--- src/rtl/if_stage_prefetch_if.sv ---
// Instruction-memory request/response port used by the fetch stage.
// The master issues requests; the slave (cache or memory) grants them and returns data in order.
interface if_stage_prefetch_if #(
  parameter int ADDR_W = 32,
  parameter int INST_W = 32
);
  logic              imem_req;
  logic [ADDR_W-1:0] imem_addr;
  logic              imem_gnt;
  logic              imem_rvalid;
  logic [INST_W-1:0] imem_rdata;

  modport master (
    output imem_req, imem_addr,
    input  imem_gnt, imem_rvalid, imem_rdata
  );

  modport slave (
    input  imem_req, imem_addr,
    output imem_gnt, imem_rvalid, imem_rdata
  );
endinterface

--- src/rtl/if_stage_prefetch.sv ---
// Instruction-fetch stage with a single-outstanding request port and a DEPTH-entry prefetch queue.
// A taken branch flushes the queue and drops any in-flight response.
module if_stage_prefetch #(
  parameter int                ADDR_W   = 32,
  parameter int                INST_W   = 32,
  parameter int                DEPTH    = 4,
  parameter int unsigned       PC_STEP  = 1,
  parameter logic [ADDR_W-1:0] RESET_PC = '0,
  parameter logic [INST_W-1:0] NOP_INST = '0
) (
  input  logic                 clk,
  input  logic                 rst,
  input  logic                 freeze,
  input  logic                 mem_freeze,
  input  logic                 branch_taken,
  input  logic [ADDR_W-1:0]    branch_addr,
  if_stage_prefetch_if.master  imem,
  output logic                 inst_valid,
  output logic [ADDR_W-1:0]    PC,
  output logic [INST_W-1:0]    instruction
);

  localparam int PTR_W = $clog2(DEPTH);
  localparam int CNT_W = PTR_W + 1;
  localparam logic [ADDR_W-1:0] STEP = ADDR_W'(PC_STEP);

  typedef enum logic [1:0] {S_IDLE, S_WAIT, S_DROP} state_e;

  state_e            state_q, state_d;
  logic [ADDR_W-1:0] fetch_pc_q, fetch_pc_d;
  logic [ADDR_W-1:0] req_pc_q, req_pc_d;
  logic [PTR_W-1:0]  rd_ptr_q, rd_ptr_d;
  logic [PTR_W-1:0]  wr_ptr_q, wr_ptr_d;
  logic [CNT_W-1:0]  count_q, count_d;
  logic [ADDR_W-1:0] addr_mem_q [DEPTH];
  logic [INST_W-1:0] inst_mem_q [DEPTH];

  logic grant, push, pop;
  logic [ADDR_W-1:0] head_addr;

  // FSM: state register
  always_ff @(posedge clk) begin
    if (rst) state_q <= S_IDLE;
    else     state_q <= state_d;
  end

  // FSM: next state
  always_comb begin
    // NOTE: default assignment first so no path through the block leaves state_d unassigned (no latch).
    state_d = state_q;
    unique case (state_q)
      S_IDLE: if (grant) state_d = S_WAIT;
      S_WAIT: begin
        if (imem.imem_rvalid)  state_d = S_IDLE;
        else if (branch_taken) state_d = S_DROP;
      end
      S_DROP: if (imem.imem_rvalid) state_d = S_IDLE;
      default: state_d = S_IDLE;
    endcase
  end

  // FSM: outputs; a request is withheld during reset and in a branch cycle
  always_comb begin
    imem.imem_req = 1'b0;
    if (state_q == S_IDLE && !rst && !branch_taken && count_q < CNT_W'(DEPTH))
      imem.imem_req = 1'b1;
  end

  assign imem.imem_addr = fetch_pc_q;
  assign grant = imem.imem_req & imem.imem_gnt;

  assign inst_valid = (count_q != '0);
  assign push = (state_q == S_WAIT) && imem.imem_rvalid && !branch_taken;
  assign pop  = inst_valid && !freeze && !mem_freeze && !branch_taken;

  always_comb begin
    fetch_pc_d = fetch_pc_q;
    req_pc_d   = req_pc_q;
    rd_ptr_d   = rd_ptr_q;
    wr_ptr_d   = wr_ptr_q;
    count_d    = count_q;
    if (branch_taken) begin
      fetch_pc_d = branch_addr;
      rd_ptr_d   = '0;
      wr_ptr_d   = '0;
      count_d    = '0;
    end else begin
      if (grant) begin
        req_pc_d   = fetch_pc_q;
        fetch_pc_d = fetch_pc_q + STEP;
      end
      if (push) wr_ptr_d = wr_ptr_q + PTR_W'(1);
      if (pop)  rd_ptr_d = rd_ptr_q + PTR_W'(1);
      unique case ({push, pop})
        2'b10:   count_d = count_q + CNT_W'(1);
        2'b01:   count_d = count_q - CNT_W'(1);
        default: count_d = count_q;
      endcase
    end
  end

  always_ff @(posedge clk) begin
    // NOTE: non-blocking assignments for all registered state so every register samples pre-edge values.
    if (rst) begin
      fetch_pc_q <= RESET_PC;
      req_pc_q   <= RESET_PC;
      rd_ptr_q   <= '0;
      wr_ptr_q   <= '0;
      count_q    <= '0;
    end else begin
      fetch_pc_q <= fetch_pc_d;
      req_pc_q   <= req_pc_d;
      rd_ptr_q   <= rd_ptr_d;
      wr_ptr_q   <= wr_ptr_d;
      count_q    <= count_d;
    end
  end

  // NOTE: queue storage is not reset; count_q alone decides which entries are meaningful.
  always_ff @(posedge clk) begin
    if (push) begin
      addr_mem_q[wr_ptr_q] <= req_pc_q;
      inst_mem_q[wr_ptr_q] <= imem.imem_rdata;
    end
  end

  // With an empty queue the PC output tracks the next fetch address
  assign head_addr   = inst_valid ? addr_mem_q[rd_ptr_q] : fetch_pc_q;
  assign PC          = head_addr + STEP;
  assign instruction = inst_valid ? inst_mem_q[rd_ptr_q] : NOP_INST;

endmodule

--- src/flat_wrapper.sv ---
// flat-port wrapper written by rule: the top's interface ports become plain ports
module if_stage_prefetch_flat 
#(
  parameter int                ADDR_W   = 32,
  parameter int                INST_W   = 32,
  parameter int                DEPTH    = 4,
  parameter int unsigned       PC_STEP  = 1,
  parameter logic [ADDR_W-1:0] RESET_PC = '0,
  parameter logic [INST_W-1:0] NOP_INST = '0
)
  (clk, rst, freeze, mem_freeze, branch_taken, branch_addr, inst_valid, PC, instruction, imem_imem_req, imem_imem_addr, imem_imem_gnt, imem_imem_rvalid, imem_imem_rdata);
  if_stage_prefetch_if #(.ADDR_W(ADDR_W), .INST_W(INST_W)) imem_i ();
  input  logic clk;
  input  logic rst;
  input  logic freeze;
  input  logic mem_freeze;
  input  logic branch_taken;
  input  logic [ADDR_W-1:0] branch_addr;
  output logic inst_valid;
  output logic [ADDR_W-1:0] PC;
  output logic [INST_W-1:0] instruction;
  output wire logic [$bits(imem_i.imem_req)-1:0] imem_imem_req;
  output wire logic [$bits(imem_i.imem_addr)-1:0] imem_imem_addr;
  input wire logic [$bits(imem_i.imem_gnt)-1:0] imem_imem_gnt;
  input wire logic [$bits(imem_i.imem_rvalid)-1:0] imem_imem_rvalid;
  input wire logic [$bits(imem_i.imem_rdata)-1:0] imem_imem_rdata;
  assign imem_imem_req = imem_i.imem_req;
  assign imem_imem_addr = imem_i.imem_addr;
  assign imem_i.imem_gnt = imem_imem_gnt;
  assign imem_i.imem_rvalid = imem_imem_rvalid;
  assign imem_i.imem_rdata = imem_imem_rdata;
  if_stage_prefetch #(.ADDR_W(ADDR_W), .INST_W(INST_W), .DEPTH(DEPTH), .PC_STEP(PC_STEP), .RESET_PC(RESET_PC), .NOP_INST(NOP_INST)) u_core (.clk(clk), .rst(rst), .freeze(freeze), .mem_freeze(mem_freeze), .branch_taken(branch_taken), .branch_addr(branch_addr), .imem(imem_i), .inst_valid(inst_valid), .PC(PC), .instruction(instruction));
endmodule
--- config.mk ---
export PLATFORM = sky130hd
export DESIGN_NAME = if_stage_prefetch_flat
export DESIGN_NICKNAME = d
export VERILOG_FILES = /design/src/rtl/if_stage_prefetch_if.sv /design/src/rtl/if_stage_prefetch.sv /design/src/flat_wrapper.sv
export SDC_FILE = /design/constraint.sdc
export NUM_CORES = 1
export LEC_CHECK = 0
export ABC_CLOCK_PERIOD_IN_PS = 7600
export BUFFER_PORTS_ARGS = -buffer_cell sky130_fd_sc_hd__buf_2
export CAP_MARGIN = 10
export CORE_MARGIN = 2
export CORE_UTILIZATION = 50
export CTS_CLUSTER_SIZE = 16
export DETAILED_ROUTE_END_ITERATION = 6
export GPL_ROUTABILITY_DRIVEN = 1
export PLACE_DENSITY_LB_ADDON = 0.25
export SYNTH_ARGS = -nofsm -noshare
export SYNTH_HDL_FRONTEND = slang
export SYNTH_SLANG_ARGS = --single-unit
--- constraint.sdc ---
create_clock -name clk -period 7.6 [get_ports clk]
set_input_delay 0 -clock clk [delete_from_list [all_inputs] [get_ports clk]]
set_output_delay 0 -clock clk [all_outputs]
set_load 0.1 [all_outputs]
Word-level counts from Yosys, hierarchy flattened
Memory sizes are Yosys's and may differ from the RTL's. A register that Yosys moved wholly into a read port is not among the register bits.
Cells that the tools add are included.
Operators by class
  add/sub/neg operators: 6
  $lt $le $gt $ge: 1
  equality and inequality tests: 7
  multiplexer cells: 17
  bitwise logic cells: 2
  reduce and logical (&&, ||, !) cells: 19
Operators by type and width (number)
  $mux 32: 4
  $add 32x1->32 const B: 2
  $mux 2: 8
  $logic_and 1x1->1: 8
  $pmux 2 s3: 1
  $pmux 3 s2: 1
  $add 2x1->2 const B: 2
  $eq 2x1->1 const B: 2
  $eq 2x2->1 const B: 2
  $logic_not 1->1: 4
  $reduce_bool 2->1: 2
  $add 3x1->3 const B: 1
  $lt 3x3->1 const B: 1
  $mux 1: 3
  $ne 3x3->1 const B: 1
  $reduce_and 3->1: 1
  $reduce_bool 3->1: 1
  $sub 3x1->3 const B: 1
  $logic_not 2->1: 1
  $ne 2x1->1 const B: 1
  $ne 2x2->1 const B: 1
  $reduce_and 2->1: 1
  $reduce_or 2->1: 1
  $and 1x1->1: 1
  $not 1->1: 1
Word-level totals
  flip-flop bits (word level): 73
  bits in writable memories: 256
  input bits: 71
  output and inout port bits: 98
  word-level logic and storage cells: 60
  memories kept: 2
Memory list
  u_core.addr_mem_q: words 4, width 32, rd ports 1, clocked after Yosys merged registers in 1, wr ports 1, RTL line if_stage_prefetch.sv:35  | logic [ADDR_W-1:0] addr_mem_q [DEPTH];
  u_core.inst_mem_q: words 4, width 32, rd ports 1, clocked after Yosys merged registers in 1, wr ports 1, RTL line if_stage_prefetch.sv:36  | logic [INST_W-1:0] inst_mem_q [DEPTH];

Logic depth before layout (Yosys ltp)
  depth after elaboration: 8
  depth in mapped cells: 14
  depth with buffers taken out: 11

Worst setup path after synthesis
No wires, ideal clock.
  path kind: reg-to-output
  start point: register u_core.count_q[0]
  end point: output PC[28]
  arrival: 5.595 ns
  data required time: 7.600 ns
  setup slack: 2.005 ns
  cell stages (with the launch flop): 15
  buffers on the path: 3
  cells stage by stage: dfxtp_1 nor3_4 inv_2 buf_2 buf_2 buf_1 mux2i_1 inv_1 ha_1 o31a_1 nand4_1 a22oi_4 nand4_1 nor2_1 xnor2_1
Between the ends
  word-level cells in the longest chain between the ends: 3
RTL lines
  start: declaration: RTL line if_stage_prefetch.sv:34  | logic [CNT_W-1:0] count_q, count_d;
  start signal: assignment: RTL line if_stage_prefetch.sv:115  | count_q <= count_d;
  $reduce_bool 3->1: RTL line if_stage_prefetch.sv:72  | assign inst_valid = (count_q != '0);
  $mux 32: RTL line if_stage_prefetch.sv:128  | assign head_addr = inst_valid ? addr_mem_q[rd_ptr_q] : fetch_pc_q;
  $add 32x1->32: RTL line if_stage_prefetch.sv:129  | assign PC = head_addr + STEP;
  end: declaration: RTL line flat_wrapper.sv:20  | output logic [ADDR_W-1:0] PC;
Every way passes these cells.

==> flow_summary.json <==
{
  "dp_cells": 1537,
  "status": "completed",
  "setup_violations": 0,
  "startpoint_type": "register",
  "yosysTopAreaCell": "edfxtp_1",
  "crit_buf_inv": 2,
  "async_reset_ff_frac": 0,
  "layout_min_cycle_time_ns": 4.24,
  "synthCells": 1037,
  "cts_sinks": 331,
  "synth_fp_nets": 1116,
  "grt_start_max_net_pins": 77,
  "clk_path_buf_depth": 3,
  "relSlewSlack": 0.299,
  "crit_chain": "buf_4, mux4_1, nand4_4, a22oi_4, nand4_2, a2111oi_2, xnor2_1, buf_2",
  "path_clk_slew_ns": 0.06,
  "gr-usage-all-layers": 0.244,
  "fp-row-count": 62,
  "via_count": 9744,
  "p_leak_uw": 0.00618,
  "maxSlewViolCount": 0,
  "tns_ns": 0,
  "cp-end-kind": "primary output",
  "worstHoldPathType": "input pin to register",
  "area_delta_synth_final_pct": 19.7,
  "numCtsBuffers": 35,
  "layout-drive-gt1-share": 0.238,
  "drv_cap": 0,
  "portBuffers": 168,
  "critical-path-slowest-cell": "buf_4",
  "cp.arrival_ns": 4.24,
  "critical_path_class": "register to primary output",
  "tightest_slew_ns": 1.05,
  "crit_family": "buffers and inverters",
  "grt_first_pass_wirelength_um": 56500,
  "fin_crit_sh": 0.558,
  "dieArea_sq_um": 30300,
  "viasPerCell": 5.84,
  "die_height_um": 174,
  "synthTopCellsByArea": "edfxtp_1 53%, dfxtp_1 10%, mux4_2 7.5%, nand2_1 3.4%, mux4_1 3.1%",
  "rsz0062_at_grt": "false",
  "grt_pass1_vias": 9776,
  "num_io_pins": 169,
  "tritoncts": "yes",
  "place.gp.congestion": 0.824,
  "synth-seq-cells": 331,
  "die_w_um": 174,
  "ys_seq_area_frac": 0.635,
  "max_freq_mhz": 236,
  "wirelength_um": 37000,
  "synth_edf_count": 256,
  "clock_latency_ns": 0.52,
  "antenna_found_initial": 1,
  "yosysUniqueCellTypes": 61,
  "grt_overflow": 0,
  "hpwlAfterDp_um": 22100,
  "peakVddDrop_v": 0.000211,
  "core_sq_um": 28600,
  "ant_nets": 0,
  "initial_core_util": 0.505,
  "htree_levels": 2,
  "drc": 0,
  "yosysMostFrequentCell": "edfxtp_1",
  "synth_warnings": 0,
  "dr.pass1.iters": 6,
  "root_buffer": "clkbuf_16",
  "yosysTopAreaCellShare": 0.531,
  "cp_slowest_stage_delay_ns": 0.82,
  "clock_skew_ns": 0.0181,
  "yosys-top-cells-count": "256 x edfxtp_1, 131 x nand2_1, 75 x dfxtp_1",
  "cp.required_ns": 7.60,
  "drt_iter0_markers": 1060,
  "nets": 1336,
  "drt-wirelength-per-cell_um": 22.1,
  "crit_path_max_fanout": 49,
  "syn-cell-area_sq_um": 14500,
  "postSynthAreaPerCell_sq_um": 14.0,
  "final_cells": 1669,
  "powerDensity_nw_per_um2": 227,
  "finalHoldViolations": 0,
  "synth_flop_cell": "edfxtp_1"
}
[per-stage QoR]
stage / cell area (sq um) / hold WS [ns] / utilization / total power (uW) / setup WS [ns]
2_1_floorplan: 14500 / 0.0793 / - / 2240 / 2.00
3_3_place_gp: 15600 / 0.214 / 0.543 / 2320 / 3.82
3_5_place_dp: 15600 / 0.217 / 0.543 / 2320 / 3.79
4_1_cts: 17300 / 0.102 / 0.605 / 3960 / 3.22
5_1_grt: 17300 / 0.181 / 0.605 / 4050 / 3.01
6_report: 17300 / 0.127 / 0.605 / 3930 / 3.36
[final timing paths]
path | start | endpoint | slack, ns | cells after the start
setup / recovery | register | PC[31] | 3.36 | 8
hold / removal | branch_taken | u_core.imem.imem_addr[15] | 0.13 | 3
setup reg to reg | u_core.imem.imem_addr[15] | u_core.imem.imem_addr[28] | 4.66 | 5
hold reg to reg | u_core.state_q[1] | u_core.state_q[0] | 0.48 | 1
[kinds of logic (layout without fill, tap and decap cells)]
logic type      count (synthesis)  in the layout  synth area share
buf+inv                        80            327            0.0284
other cells                     0              1                 0
mux                            92             92             0.124
simple gates                  331            331             0.113
xor+xnor                       43             43            0.0260
fa+ha+maj                       8              8           0.00744
flops                         331            331             0.635
compound gates                152            152            0.0654
[worst min-delay path, cell delays in order]
cell and delay, ns:
buf_2 0.37, nand2_1 0.15, a31oi_1 0.06
[power by group]
part | internal (uW) | switching, uW
clock | 932 | 687
sequential | 1950 | 31.7
combinational | 79.8 | 248
total | 2960 | 966
[cell type report]
cell class	count	area (sq um)
Inverter	13	50.0
Clock buffer	48	966
Timing Repair Buffer	250	1620
Clock inverter	16	125
Fill cell	2214	11300
Antenna cell	1	2.50
Tap cell	384	480
Multi-Input combinational cell	626	4880
Sequential cell	331	9190
[state kept, by name, summed over array words and instances (netlist names), named ones only]
register and count:
u_core.req_pc_q 32, u_core.rd_ptr_q 2, u_core.inst_mem_q 128, u_core.count_q 3, u_core.wr_ptr_q 2, u_core.imem.imem_addr 32, u_core.state_q 2, u_core.addr_mem_q 128
[repair_timing]
| item | in CTS | in global routing |
|---|---|---|
| setup endpoints to repair | 0 | 0 |
| endpoints found under the hold margin | 168 | 0 |
| setup buffers | 0 | 0 |
| hold buffers | 67 | 0 |
| resized for setup | 0 | 0 |
[cells in the final DEF, fill, tap and decap left out, types with 14 or more instances in the layout]
cell type,netlist,final
xnor2_1,21,21
o21ai_0,32,32
mux4_1,17,17
dlygate4sd3_1,0,67
buf_4,2,15
xor2_1,22,22
nor2_1,48,48
nand3_1,33,32
nand4_1,25,25
a21oi_1,67,67
buf_2,11,168
edfxtp_1,256,256
a31oi_1,14,14
nand2_1,131,131
and2_1,44,40
mux2i_1,27,27
dfxtp_1,75,73
clkbuf_16,0,36
mux4_2,48,48
[routing by layer]
metal,share of wire,up-vias,GRT usage
li1,-,4416,-
met1,0.41,4817,0.325
met2,0.48,443,0.392
met3,0.081,68,0.0575
met4,0.032,0,0.0928
met5,0,-,0
(Power assumes the default switching activity.)
